`src/rtl/data_ram_arbiter.sv`:
```
// Round-robin arbiter sharing one single-port data BlockRam between the host
// debug port and the core load/store unit, with lock ownership and lock timeout.
module data_ram_arbiter #(
    parameter int WORD_WIDTH    = 32,
    parameter int ADDRESS_WIDTH = 16,
    parameter int LOCK_TIMEOUT  = 16
) (
    input  logic                     clock,
    input  logic                     reset,

    input  logic                     host_req,
    input  logic                     host_write,
    input  logic                     host_lock,
    input  logic [ADDRESS_WIDTH-1:0] host_address,
    input  logic [WORD_WIDTH-1:0]    host_write_data,
    output logic                     host_grant,
    output logic                     host_read_valid,
    output logic [WORD_WIDTH-1:0]    host_read_data,

    input  logic                     core_req,
    input  logic                     core_write,
    input  logic                     core_lock,
    input  logic [ADDRESS_WIDTH-1:0] core_address,
    input  logic [WORD_WIDTH-1:0]    core_write_data,
    output logic                     core_grant,
    output logic                     core_read_valid,
    output logic [WORD_WIDTH-1:0]    core_read_data,

    output logic [ADDRESS_WIDTH-1:0] ram_address,
    output logic                     ram_write,
    output logic [WORD_WIDTH-1:0]    ram_write_data,
    input  logic [WORD_WIDTH-1:0]    ram_read_data,

    output logic                     lock_error
);

    localparam logic [1:0] ST_ARB       = 2'd0;
    localparam logic [1:0] ST_LOCK_HOST = 2'd1;
    localparam logic [1:0] ST_LOCK_CORE = 2'd2;

    localparam int            COUNT_WIDTH = $clog2(LOCK_TIMEOUT + 1);
    localparam logic [COUNT_WIDTH-1:0] LAST_COUNT = COUNT_WIDTH'(LOCK_TIMEOUT - 1);

    logic [1:0]             state_reg, state_next;
    logic [COUNT_WIDTH-1:0] count_reg, count_next;
    logic                   last_winner_core_reg, last_winner_core_next;
    logic                   lock_error_reg, lock_error_next;
    logic                   host_grant_w, core_grant_w;

    // Grant decision: lock owner only while locked, round-robin otherwise.
    always_comb begin
        host_grant_w = 1'b0;
        core_grant_w = 1'b0;
        case (state_reg)
            ST_LOCK_HOST: host_grant_w = host_req;
            ST_LOCK_CORE: core_grant_w = core_req;
            default: begin
                if (host_req && core_req) begin
                    host_grant_w = last_winner_core_reg;
                    core_grant_w = !last_winner_core_reg;
                end else begin
                    host_grant_w = host_req;
                    core_grant_w = core_req;
                end
            end
        endcase
    end

    assign host_grant = host_grant_w;
    assign core_grant = core_grant_w;

    always_comb begin
        ram_address    = '0;
        ram_write      = 1'b0;
        ram_write_data = '0;
        if (host_grant_w) begin
            ram_address    = host_address;
            ram_write      = host_write;
            ram_write_data = host_write_data;
        end else if (core_grant_w) begin
            ram_address    = core_address;
            ram_write      = core_write;
            ram_write_data = core_write_data;
        end
    end

    // Timeout is checked before the owner's unlock so it always wins.
    always_comb begin
        state_next            = state_reg;
        count_next            = count_reg;
        lock_error_next       = lock_error_reg;
        last_winner_core_next = last_winner_core_reg;
        if (host_grant_w)
            last_winner_core_next = 1'b0;
        else if (core_grant_w)
            last_winner_core_next = 1'b1;
        case (state_reg)
            ST_ARB: begin
                if (host_grant_w && host_lock) begin
                    state_next = ST_LOCK_HOST;
                    count_next = '0;
                end else if (core_grant_w && core_lock) begin
                    state_next = ST_LOCK_CORE;
                    count_next = '0;
                end
            end
            ST_LOCK_HOST, ST_LOCK_CORE: begin
                if (count_reg == LAST_COUNT) begin
                    state_next      = ST_ARB;
                    lock_error_next = 1'b1;
                end else if ((state_reg == ST_LOCK_HOST && host_grant_w && !host_lock) ||
                             (state_reg == ST_LOCK_CORE && core_grant_w && !core_lock)) begin
                    state_next = ST_ARB;
                end else begin
                    count_next = count_reg + 1'b1;
                end
            end
            default: state_next = ST_ARB;
        endcase
    end

    always_ff @(posedge clock) begin
        if (reset) begin
            state_reg            <= ST_ARB;
            count_reg            <= '0;
            last_winner_core_reg <= 1'b1;
            lock_error_reg       <= 1'b0;
        end else begin
            state_reg            <= state_next;
            count_reg            <= count_next;
            last_winner_core_reg <= last_winner_core_next;
            lock_error_reg       <= lock_error_next;
        end
    end

    assign lock_error = lock_error_reg;

    // Read response path, index 0 = host, 1 = core.
    logic [1:0]            read_grant;
    logic [1:0]            read_valid_reg;
    logic [WORD_WIDTH-1:0] read_data_w [2];

    assign read_grant = {core_grant_w & ~core_write, host_grant_w & ~host_write};

    generate
        for (genvar gi = 0; gi < 2; gi++) begin : g_read
            always_ff @(posedge clock) begin
                if (reset)
                    read_valid_reg[gi] <= 1'b0;
                else
                    read_valid_reg[gi] <= read_grant[gi];
            end
            assign read_data_w[gi] = read_valid_reg[gi] ? ram_read_data : '0;
        end
    endgenerate

    assign host_read_valid = read_valid_reg[0];
    assign host_read_data  = read_data_w[0];
    assign core_read_valid = read_valid_reg[1];
    assign core_read_data  = read_data_w[1];

endmodule

```
`config.mk`:
```
export PLATFORM = sky130hd
export DESIGN_NAME = data_ram_arbiter
export DESIGN_NICKNAME = d
export VERILOG_FILES = /design/src/rtl/data_ram_arbiter.sv
export SDC_FILE = /design/constraint.sdc
export NUM_CORES = 1
export LEC_CHECK = 0
export ABC_AREA = 0
export CAP_MARGIN = 10
export CORE_AREA = 4 4 96 98
export CTS_CLUSTER_DIAMETER = 40
export DETAILED_ROUTE_END_ITERATION = 16
export DIE_AREA = 0 0 100 102
export PLACE_DENSITY = 0.71
export RECOVER_POWER = 50
export SETUP_SLACK_MARGIN = 0.4
export SLEW_MARGIN = 10
export SYNTH_ARGS = -nofsm -noshare
export SYNTH_HDL_FRONTEND = slang
export SYNTH_SLANG_ARGS = --single-unit
```
`constraint.sdc`:
```
create_clock -name clock -period 5.7 [get_ports clock]
set_input_delay 1.14 -clock clock [delete_from_list [all_inputs] [get_ports clock]]
set_output_delay 1.14 -clock clock [all_outputs]
set_load 0.005 [all_outputs]
```
# Word-level counts from Yosys, hierarchy flattened
# Cells that the tools add are included.
# word_totals
out_inout_bits	118
reg_bits	11
wordCells	60
inputBits	136
# classes
reduce_logical	18
n_bitwise	4
n_eq_ne	7
addsub	1
n_mux	24
# op_table
op	count
2-to-1 mux 32 bit	4
2-to-1 mux 16 bit	2
2-to-1 mux 5 bit	4
one-hot mux 5 bit (2 select lines)	1
2-to-1 mux 2 bit	4
logical AND 1 bit	7
2-to-1 mux 1 bit	6
inequality test 3 bit, second input constant	2
adder 5 x 1 -> 5 bit, second input constant	1
== test 5 x 4 -> 1 bit, second input constant	1
inequality test 2 bit, second input constant	2
one-hot mux 1 bit (2 select lines)	2
one-hot mux 2 bit (2 select lines)	1
AND reduction 2 bit	2
AND reduction 4 bit	1
nonzero test 2 bit	2
zero test 1 bit	3
bitwise AND 1 bit	2
== test 2 x 1 -> 1 bit, second input constant	1
== test 2 bit, second input constant	1
zero test 2 bit	1
NOT 1 bit	2
OR reduction 2 bit	1
logical OR 1 bit	1

# Longest topological paths before layout
# Gate-level depths: netlist (run 1).
# depth
word_depth	9
mapped_depth	10

# Worst setup path before layout (run 1)
# OpenSTA, ideal clock, no wires.
# synth_timing
kind	input -> output
startpoint	input core_req
endpoint	output ram_address[10]
cell_stages	7
slack_ns	2.286
n_path_buf	3
t_arrival_ns	2.274
path_cell_list	or3b_1 and3_1 buf_6 nor2_4 buf_6 buf_8 a22o_1
# synth_between
elab_chain_len	5
elab_cells_between_ends	7
classes_between	mux (6); reduce/logical (1)
# synth_lines
item	line_no	rtl
from (decl)	20	input logic core_req,
logical AND 1 bit	58	if (host_req && core_req) begin
2-to-1 mux 1 bit	58	
one-hot mux 1 bit (2 select lines)	54	case (state_reg)
2-to-1 mux 16 bit	80	end else if (core_grant_w) begin
2-to-1 mux 16 bit (*)	76	if (host_grant_w) begin
to (decl)	29	output logic [ADDRESS_WIDTH-1:0] ram_address,
# Mark *: on every way between the ends. The rest lies on a longest branch, timed or not.

# Worst setup path in the final report (run 1)
# layout_timing
startpoint	input core_req
endpoint	output ram_write_data[31]
# layout_between
elab_chain_len	5
elab_cells_between_ends	7
classes_between	mux (6); reduce/logical (1)
# layout_lines
item	line_no	rtl
logical AND 1 bit	58	
2-to-1 mux 1 bit	58	
one-hot mux 1 bit (2 select lines)	54	
2-to-1 mux 32 bit	80	
2-to-1 mux 32 bit (*)	76	
to (decl)	31	output logic [WORD_WIDTH-1:0] ram_write_data,
# Marks and branches as above.

==> qor.yml, run 1 <==
grt:
  grt_pass1_wl_mm: 14.2
  grt_max_degree: 55
  grt_pass1_vias: 2474
  grt_usage: 0.175
  antenna_found_initial: 0
  overflow: 0
setup_path:
  required_ps: 4560
  reg2reg_to: "state_reg[0]"
  reg2reg_depth: 7
  cp-endpoint: "ram_write_data[31]"
  r2r_setup_slack_ps: 3340
  cp_max_fo: 49
  start_kind: "primary input"
  end_kind: "output port"
  r2r_start: "state_reg[0]"
  arrival_ps: 3770
  crit_start: "core_req"
  critical_path_class: "in -> out"
timing:
  max_slew.worst_pin.slew_ps: 893
  hold_viol: 0
  max_freq_ghz: 0.203
  period_minus_slack_ps: 4910
  period_share: 0.862
  tns_ps: 0
  rsz0062_at_grt: "false"
  skew_ps: 7.39
  maxSlewViolCount: 0
  report.final.setup_viol: 0
  slew_headroom: 0.404
synthesis:
  synth-compound-area-share: 0.350
  yosys.area.top_type_share: 0.266
  synth-main-ff-cell: "dfxtp_1"
  synth.ff_latch_count: 11
  syn-num-nets: 351
  muxShareOfSynthArea: 0.0124
  seq_area_frac_synth: 0.136
  syn_area_per_cell_um2: 7.69
  async_flop_share: 0
  synth_top_family_by_area: "simple AND/OR/NAND/NOR gates"
  synthTopCellsByArea: "a22o_1 27%, and2_1 25%, dfxtp_1 14%"
  synth_top_cell_by_area: "a22o_1"
  yosysMostFrequentCell: "and2_1"
  synthesis.area_um2: 1610
  postSynthCellCount: 210
  synth_edf_count: 0
  ys_warn_count: 0
  yosys.area_share.simple: 0.370
  synth_fa_ha_area_frac: 0.0388
  synth_xor_xnor_area_share: 0
  synth_common_cells: "64 x and2_1, 49 x a22o_1, 11 x dfxtp_1"
  ys_types: 40
place:
  dp_cells: 552
  dp_hpwl_mm: 8.42
  portBuffers: 253
  gp_congestion: 0.852
power:
  clockPowerShare: 0.101
  p_int_mw: 0.501
  switching_power_mw: 0.278
  p_total_mw: 0.779
  p_leak_nw: 1.78
  ir_drop_uv: 161
  switching_share: 0.357
  power_density_nw_per_um2: 185
  combPwrFrac: 0.777
  seqPwrFrac: 0.122
detailed_routing:
  postRouteAntennaNets: 0
  dr.pass1.iters: 5
  drt_wl_total_mm: 10.1
  drt-initial-drc-count: 93
  drc: 0
  num_vias: 2559
  post_drt_wl_per_cell_um: 18.2
  routed_via_density: 4.60
outcome:
  outcome: "finished, final reports clean"
die:
  core_um2: 8470
  rows: 34
  dieArea_um2: 10200
  start_util: 0.191
  die_h_um: 102
  die_w_um: 100
  io-pin-count: 254
clock_network:
  cts_resized: 0
  clk_pin_slew_worst_paths_ps: 60
  cts_hold_buf: 0
  cts_setup_buffers: 0
  clk_path_buf_depth: 2
  h-tree-depth: 1
  cts.sinks: 11
  clockRootBuffer: "clkbuf_8"
  clock_latency_ps: 240
  cts_buffers: 3
  cts_tree: "built"
final_layout:
  area_growth_pct: 162
  nets: 590
  drive_gt1_frac: 0.0201
  largest_reg_flops: 5
  seq_area_um2: 220
  antenna_cells: 0
  final_cells: 556
  multiInputGateArea_um2: 1240
  fillers: 796
job:
  max-cap-violations: 0
worst_hold_path:
  hp-class: "reg -> reg"
  hp-start: "count_reg[4]"
[metrics by stage]
step / hold slack, ps / utilization / worst slack [ps] / area [um2]
6_report: 457 / 0.499 / 785 / 4220
4_1_cts: 460 / 0.499 / 847 / 4230
5_1_grt: 508 / 0.499 / 677 / 4220
2_1_floorplan: 435 / - / 2290 / 1610
3_5_place_dp: 452 / 0.494 / 861 / 4180
3_3_place_gp: 445 / 0.494 / 910 / 4180
[worst min path at each step]
stage / end / cells after the start
4_1_cts: count_reg[4] / 2
6_report: count_reg[4] / 2
3_3_place_gp: count_reg[4] / 2
2_1_floorplan: count_reg[4] / 2
3_5_place_dp: count_reg[4] / 2
5_1_grt: count_reg[4] / 2
[power groups by stage]
stage / registers [mW] / logic [mW] / clock network (mW)
2_1_floorplan: 0.0884 / 0.272 / 0
3_3_place_gp: 0.0969 / 0.611 / 0
3_5_place_dp: 0.0978 / 0.614 / 0
4_1_cts: 0.0963 / 0.620 / 0.0795
5_1_grt: 0.0975 / 0.654 / 0.0861
6_report: 0.0953 / 0.605 / 0.0788
[logic make-up (layout without fill, tap and decap cells)]
family                     Yosys count  count (layout)
AOI/OAI and AO/OA                   66              66
and+or+nand+nor                     96              96
adders and majority gates            5               5
muxes                                2               2
buffers and inverters               30             268
DFF                                 11              11
[placed cells by master, fill, tap and decap left out, types with 2 or more instances in the layout]
cell	netlist	layout
nor3_1	4	4
clkbuf_8	0	3
mux2i_1	2	2
a22o_1	49	49
a21oi_1	2	2
and3b_1	2	2
nand3_1	4	4
nand3b_1	2	2
nor2_1	3	3
buf_4	0	2
dfxtp_1	11	11
dlygate4sd3_1	0	56
and2_1	64	64
o211ai_1	2	2
nand2_1	3	3
a2bb2oi_1	1	2
inv_1	9	9
clkdlybuf4s50_1	0	197
nand2b_1	5	5
ha_1	5	5
o311ai_0	0	2
o21ai_0	2	2
[layout make-up]
cell class                 count  share of cell area
clock buffer                   3             0.00978
clock inverter                 1             0.00119
inverter                       9             0.00800
multi-input combinational    169               0.293
sequential                    11              0.0522
tap                          108              0.0320
timing repair buffer         255               0.603
[metal layers]
metal  GRT usage  wire length (um)  vias up  part of all wire
met3      0.0567              1070        6              0.11
met1       0.236              4190     1168              0.41
met2       0.283              4780      143              0.47
met5           0                 0        -                 0
li1            -                 -     1242                 -
met4      0.0187                63        0            0.0062
[worst max-delay path: stages]
cell	delay, ps
dlygate4sd3_1	610
or3b_1	390
and3_2	240
nor2_4	90
buf_4	430
a22o_1	300
clkdlybuf4s50_1	540
No activity file was read; power rests on OpenSTA's default activity.
==> run 2, diff against run 1 <==
--- a/config.mk
+++ b/config.mk
@@ -11,7 +11,7 @@
 export CTS_CLUSTER_DIAMETER = 40
 export DETAILED_ROUTE_END_ITERATION = 16
 export DIE_AREA = 0 0 100 102
-export PLACE_DENSITY = 0.71
+export PLACE_DENSITY = 0.74
 export RECOVER_POWER = 50
 export SETUP_SLACK_MARGIN = 0.4
 export SLEW_MARGIN = 10
==> constraint.sdc (replaced) <==
create_clock -name clock -period 4 [get_ports clock]
set_input_delay 0.8 -clock clock [delete_from_list [all_inputs] [get_ports clock]]
set_output_delay 0.8 -clock clock [all_outputs]
set_load 0.005 [all_outputs]
==> qor.yml, run 2 (synthesized netlist as in run 1, its figures left out) <==
outcome:
  outcome: "finished, final reports clean"
setup_path:
  arrival_ps: 2760  # -1010 ps
  start_kind: "primary input"
  r2r_setup_slack_ps: 1860  # -1480 ps
  critical_path_class: "in -> out"
  r2r_start: "count_reg[0]"
  cp_max_fo: 24  # -51%
  reg2reg_to: "count_reg[1]"
  end_kind: "output port"
  reg2reg_depth: 8  # +1
  required_ps: 3200  # -1360 ps
worst_hold_path:
  hp-class: "reg -> reg"
  hold_depth: 2  # unchanged
  holdPathEnd: "count_reg[4]"
  hp-start: "count_reg[4]"
die:
  core_um2: 8470  # unchanged
  dieArea_um2: 10200  # unchanged
  start_util: 0.191  # unchanged
  die_h_um: 102  # unchanged
  die_w_um: 100  # unchanged
  rows: 34  # unchanged
  io-pin-count: 254  # unchanged
grt:
  antenna_found_initial: 0  # unchanged
  grt_pass1_wl_mm: 14.6  # +2.3%
  grt_max_degree: 55  # unchanged
  grt_usage: 0.180  # +0.00572
  grt_pass1_vias: 2515  # +1.7%
  overflow: 0  # unchanged
timing:
  period_minus_slack_ps: 3560
  hold_slack_ps: 455  # -2.42 ps
  report.final.setup_viol: 0  # unchanged
  period_share: 0.891
  tns_ps: 0  # unchanged
  max_slew.worst_pin.slew_ps: 852  # -41.6 ps
  skew_ps: 2.20  # -5.19 ps
  maxSlewViolCount: 0  # unchanged
  slew_headroom: 0.432  # +0.0278
  hold_viol: 0  # unchanged
  max_freq_ghz: 0.281
  rsz0062_at_grt: "false"
power:
  p_int_mw: 0.780  # +56%
  clockPowerShare: 0.096  # -0.005
  power_density_nw_per_um2: 277  # +50%
  switching_power_mw: 0.425  # +53%
  switching_share: 0.353  # -0.00478
  p_leak_nw: 1.70  # -4.3%
  ir_drop_uv: 219  # +36%
  combPwrFrac: 0.791  # +0.014
  seqPwrFrac: 0.113  # -0.009
detailed_routing:
  drt_wl_total_mm: 10.5  # +4.0%
  postRouteAntennaNets: 0  # unchanged
  routed_via_density: 4.65  # +1.1%
  post_drt_wl_per_cell_um: 18.7  # +3.1%
  drt-initial-drc-count: 83  # -11%
  num_vias: 2610  # +2.0%
  dr.pass1.iters: 4  # -1
  drc: 0  # unchanged
final_layout:
  fin_util: 0.514  # +0.0149
  nets: 595  # +0.85%
  largest_reg_flops: 5  # unchanged
  mostFrequentLayoutCells: "227 x clkdlybuf4s50_1, 48 x a22o_1, 34 x and2_1"
  antenna_cells: 0  # unchanged
  layout_commonest_cell: "clkdlybuf4s50_1"
  area_growth_pct: 169
  drive_gt1_frac: 0.0375  # +0.0174
place:
  portBuffers: 253  # unchanged
  dp_hpwl_mm: 8.58  # +1.9%
  gp_congestion: 0.844  # -0.87%
clock_network:
  clock_latency_ps: 240  # about the same
  cts_hold_buf: 0  # unchanged
  h-tree-depth: 1  # unchanged
  cts_buffers: 3  # unchanged
  cts.sinks: 11  # unchanged
  clk_pin_slew_worst_paths_ps: 50  # about the same
  clk_path_buf_depth: 2  # unchanged
  clockRootBuffer: "clkbuf_8"
  cts_tree: "built"
job:
  max-cap-violations: 0  # unchanged
## run 2: cell count changes in the layout (fill, tap and decap cells not counted), moves of 2 or more
cell	previous run	this run
clkbuf_1	0	2
and2_1	64	34
clkdlybuf4s50_1	197	227
buf_12	0	2
dfxtp_1	11	9
dfxtp_2	0	2
and2_0	0	30
dlygate4sd3_1	56	24
## run 2: repair_timing
| item | in CTS | in global routing |
|---|---|---|
| setup endpoints to repair | 49 | 49 |
| gates cloned | 1 | 1 |
| setup buffers | 1 | 2 |
| pin swaps | 1 | 3 |
| gates resized for setup | 5 | 8 |
## run 2: metrics by stage
stage               setup WS (ps)  cell area, um2  instances  total power, mW
floorplan                    1250            1610        210            0.513
global placement              153            4190        552             1.01
CTS                           422            4300        558             1.18
detailed placement            119            4190        552             1.02
finish                        437            4350        561             1.20
global route                  329            4350        561             1.28
## run 2: worst max path at each step
stage	start	end	slack, ps
2_1_floorplan	state_reg[0]	ram_address[10]	1250
3_3_place_gp	core_req	ram_write_data[3]	150
3_5_place_dp	core_req	ram_write_data[8]	120
4_1_cts	core_req	ram_address[4]	420
5_1_grt	core_req	ram_address[4]	330
6_report	core_req	ram_address[3]	440
## run 2: worst max-delay path, stage by stage
cell,delay [ps]
clkbuf_1,170
or3b_1,390
and3_4,200
nor2_4,230
buf_12,150
buf_16,160
a22o_1,140
clkdlybuf4s50_1,520
## run 2: power by group through the flow
stage / Sequential (mW) / Combinational (mW) / Clock, mW
2_1_floorplan: 0.126 / 0.387 / 0
3_3_place_gp: 0.137 / 0.877 / 0
3_5_place_dp: 0.138 / 0.882 / 0
4_1_cts: 0.136 / 0.927 / 0.117
5_1_grt: 0.140 / 1.01 / 0.124
6_report: 0.136 / 0.953 / 0.115
## run 2: metal layers
| layer | part of all wire | GRT usage | wire [um] | vias up |
|---|---|---|---|---|
| met5 | 0 | 0 | 0 | - |
| met4 | 0.016 | 0.0290 | 164 | 0 |
| met3 | 0.099 | 0.0526 | 1040 | 20 |
| met2 | 0.47 | 0.298 | 4980 | 162 |
| met1 | 0.41 | 0.239 | 4330 | 1175 |
| li1 | - | - | - | 1253 |
## run 2: cell type report
cell class                      instances  area [um2]
Clock buffer                            4        45.0
Fill cell                             777        4120
Inverter                                9        33.8
Multi-Input combinational cell        169        1260
Sequential cell                        11         223
Tap cell                              108         135
Timing Repair Buffer                  260        2650
==> run 3, diff against run 2 <==
--- a/config.mk
+++ b/config.mk
@@ -6,12 +6,13 @@
 export NUM_CORES = 1
 export LEC_CHECK = 0
 export ABC_AREA = 0
-export CAP_MARGIN = 10
-export CORE_AREA = 4 4 96 98
+export CAP_MARGIN = 40
+export CORE_ASPECT_RATIO = 0.6
+export CORE_MARGIN = 4
+export CORE_UTILIZATION = 21
 export CTS_CLUSTER_DIAMETER = 40
 export DETAILED_ROUTE_END_ITERATION = 16
-export DIE_AREA = 0 0 100 102
-export PLACE_DENSITY = 0.74
+export PLACE_DENSITY = 0.79
 export RECOVER_POWER = 50
 export SETUP_SLACK_MARGIN = 0.4
 export SLEW_MARGIN = 10
==> qor.yml, run 3 (synthesized netlist as in run 1, its figures left out) <==
die:
  io-pin-count: 254  # unchanged
  core_um2: 7360  # -13%
  die_h_um: 75.9  # -26%
  die_w_um: 121  # +21%
  rows: 24  # -29%
  dieArea_um2: 9200  # -9.8%
  start_util: 0.219  # +0.0287
place:
  dp_hpwl_mm: 8.69  # +1.3%
  dp_cells: 550  # -0.36%
  portBuffers: 253  # unchanged
  gp_congestion: 0.940  # +11%
grt:
  grt_pass1_wl_mm: 15.2  # +4.4%
  grt_pass1_vias: 2559  # +1.7%
  overflow: 0  # unchanged
  grt_usage: 0.205  # +0.0245
  grt_max_degree: 36  # -35%
  antenna_found_initial: 0  # unchanged
clock_network:
  cts_tree: "built"
  h-tree-depth: 1  # unchanged
  clk_path_buf_depth: 2  # unchanged
  clk_pin_slew_worst_paths_ps: 40  # about the same
  clock_latency_ps: 240  # about the same
  cts_buffers: 3  # unchanged
  clockRootBuffer: "clkbuf_16"
  cts.sinks: 11  # unchanged
final_layout:
  largest_reg_flops: 5  # unchanged
  nets: 595  # unchanged
  layout_commonest_cell: "clkdlybuf4s50_1"
  drive_gt1_frac: 0.0331  # -0.00442
  fillers: 664  # -15%
  final_cells: 557  # -0.71%
  area_growth_pct: 169
  antenna_cells: 0  # unchanged
  mostFrequentLayoutCells: "225 x clkdlybuf4s50_1, 49 x a22o_1, 36 x and2_1"
power:
  p_leak_nw: 1.71  # +0.47%
  switching_share: 0.332  # -0.0211
  p_int_mw: 0.825  # +5.7%
  seqPwrFrac: 0.110  # -0.003
  power_density_nw_per_um2: 284  # +2.7%
  combPwrFrac: 0.741  # -0.050
  clockPowerShare: 0.149  # +0.053
  p_total_mw: 1.23  # +2.4%
  ir_drop_uv: 255  # +16%
  switching_power_mw: 0.409  # -3.7%
timing:
  max_freq_ghz: 0.284  # +1.4%
  rsz0062_at_grt: "false"
  tns_ps: 0  # unchanged
  max_slew.worst_pin.slew_ps: 884  # +32.6 ps
  period_minus_slack_ps: 3520  # -47.6 ps
  maxSlewViolCount: 0  # unchanged
  hold_viol: 0  # unchanged
  period_share: 0.879  # -0.0119
  slew_headroom: 0.410  # -0.0217
  skew_ps: 0.873  # -1.33 ps
  report.final.setup_viol: 0  # unchanged
job:
  max-cap-violations: 0  # unchanged
setup_path:
  start_kind: "primary input"
  critical_path_class: "in -> out"
  required_ps: 3200  # about the same
  cp_max_fo: 20  # -17%
  end_kind: "output port"
  arrival_ps: 2720  # -40 ps
detailed_routing:
  dr.pass1.iters: 4  # unchanged
  drt_wl_total_mm: 10.3  # -2.0%
  post_drt_wl_per_cell_um: 18.5  # -1.2%
  postRouteAntennaNets: 0  # unchanged
  num_vias: 2540  # -2.7%
  drt-initial-drc-count: 83  # unchanged
  routed_via_density: 4.56  # -2.0%
  drc: 0  # unchanged
outcome:
  outcome: "finished, final reports clean"
worst_hold_path:
  hp-class: "reg -> reg"
[run 3: cell count changes in the layout (fill, tap and decap cells not counted), moves of 2 or more]
cell / delta
buf_4: +3
clkbuf_8: -3
dlygate4sd3_1: +3
and2_0: -2
and2_1: +2
clkbuf_16: +2
clkdlybuf4s50_1: -2
dfxtp_1: +2
dfxtp_2: -2
[run 3: worst paths after layout]
kind,start,to,slack (ps),cells after the start
worst min-delay path,count_reg[4],count_reg[4],460,2
worst max register to register,count_reg[0],count_reg[4],1830,8
worst max-delay path,core_req,ram_address[1],480,8
worst min register to register,count_reg[4],count_reg[4],460,2
[run 3: power groups by stage]
stage / Combinational (mW) / Clock (mW) / Sequential, mW
6_report: 0.914 / 0.184 / 0.136
3_5_place_dp: 0.887 / 0 / 0.138
3_3_place_gp: 0.881 / 0 / 0.137
4_1_cts: 0.922 / 0.188 / 0.136
2_1_floorplan: 0.387 / 0 / 0.126
5_1_grt: 0.974 / 0.194 / 0.139
[run 3: metal layers]
layer / GRT usage / vias up / wire, um
met4: 0.0224 / 0 / 78
met2: 0.375 / 114 / 5200
li1: - / 1256 / -
met1: 0.249 / 1164 / 4290
met3: 0.0513 / 6 / 740
met5: 0 / - / 0
[run 3: area by class of cell]
cell class / count / area (um2) / share of cell area
Inverter: 9 / 33.8 / 0.00779
Sequential cell: 11 / 220 / 0.0508
Tap cell: 104 / 130 / 0.0300
Multi-Input combinational cell: 169 / 1260 / 0.290
Clock buffer: 4 / 78.8 / 0.0182
Timing Repair Buffer: 260 / 2620 / 0.604
[run 3: metrics by stage]
| step | util | setup WS (ps) | hold WS [ps] | instance area (um2) |
|---|---|---|---|---|
| finish | 0.589 | 484 | 457 | 4340 |
| global route | 0.589 | 415 | 504 | 4340 |
| CTS | 0.588 | 419 | 464 | 4320 |
| detailed placement | 0.571 | 193 | 458 | 4200 |
| global placement | 0.571 | 209 | 444 | 4200 |
| floorplan | - | 1250 | 435 | 1610 |
[run 3: repair_timing]
item / in CTS / in global routing
setup buffers: 2 / 0
pin swaps: 1 / 0
hold buffers: 0 / 0
endpoints found under the setup margin: 49 / 44
resized for setup: 2 / 4
cloned: 1 / 0
[run 3: worst max-delay path: stages]
cell and delay, ps:
clkdlybuf4s15_1 250, or3b_1 380, and3_2 240, nor2_4 100, buf_4 130, buf_12 150, a22o_1 170, clkdlybuf4s50_1 510
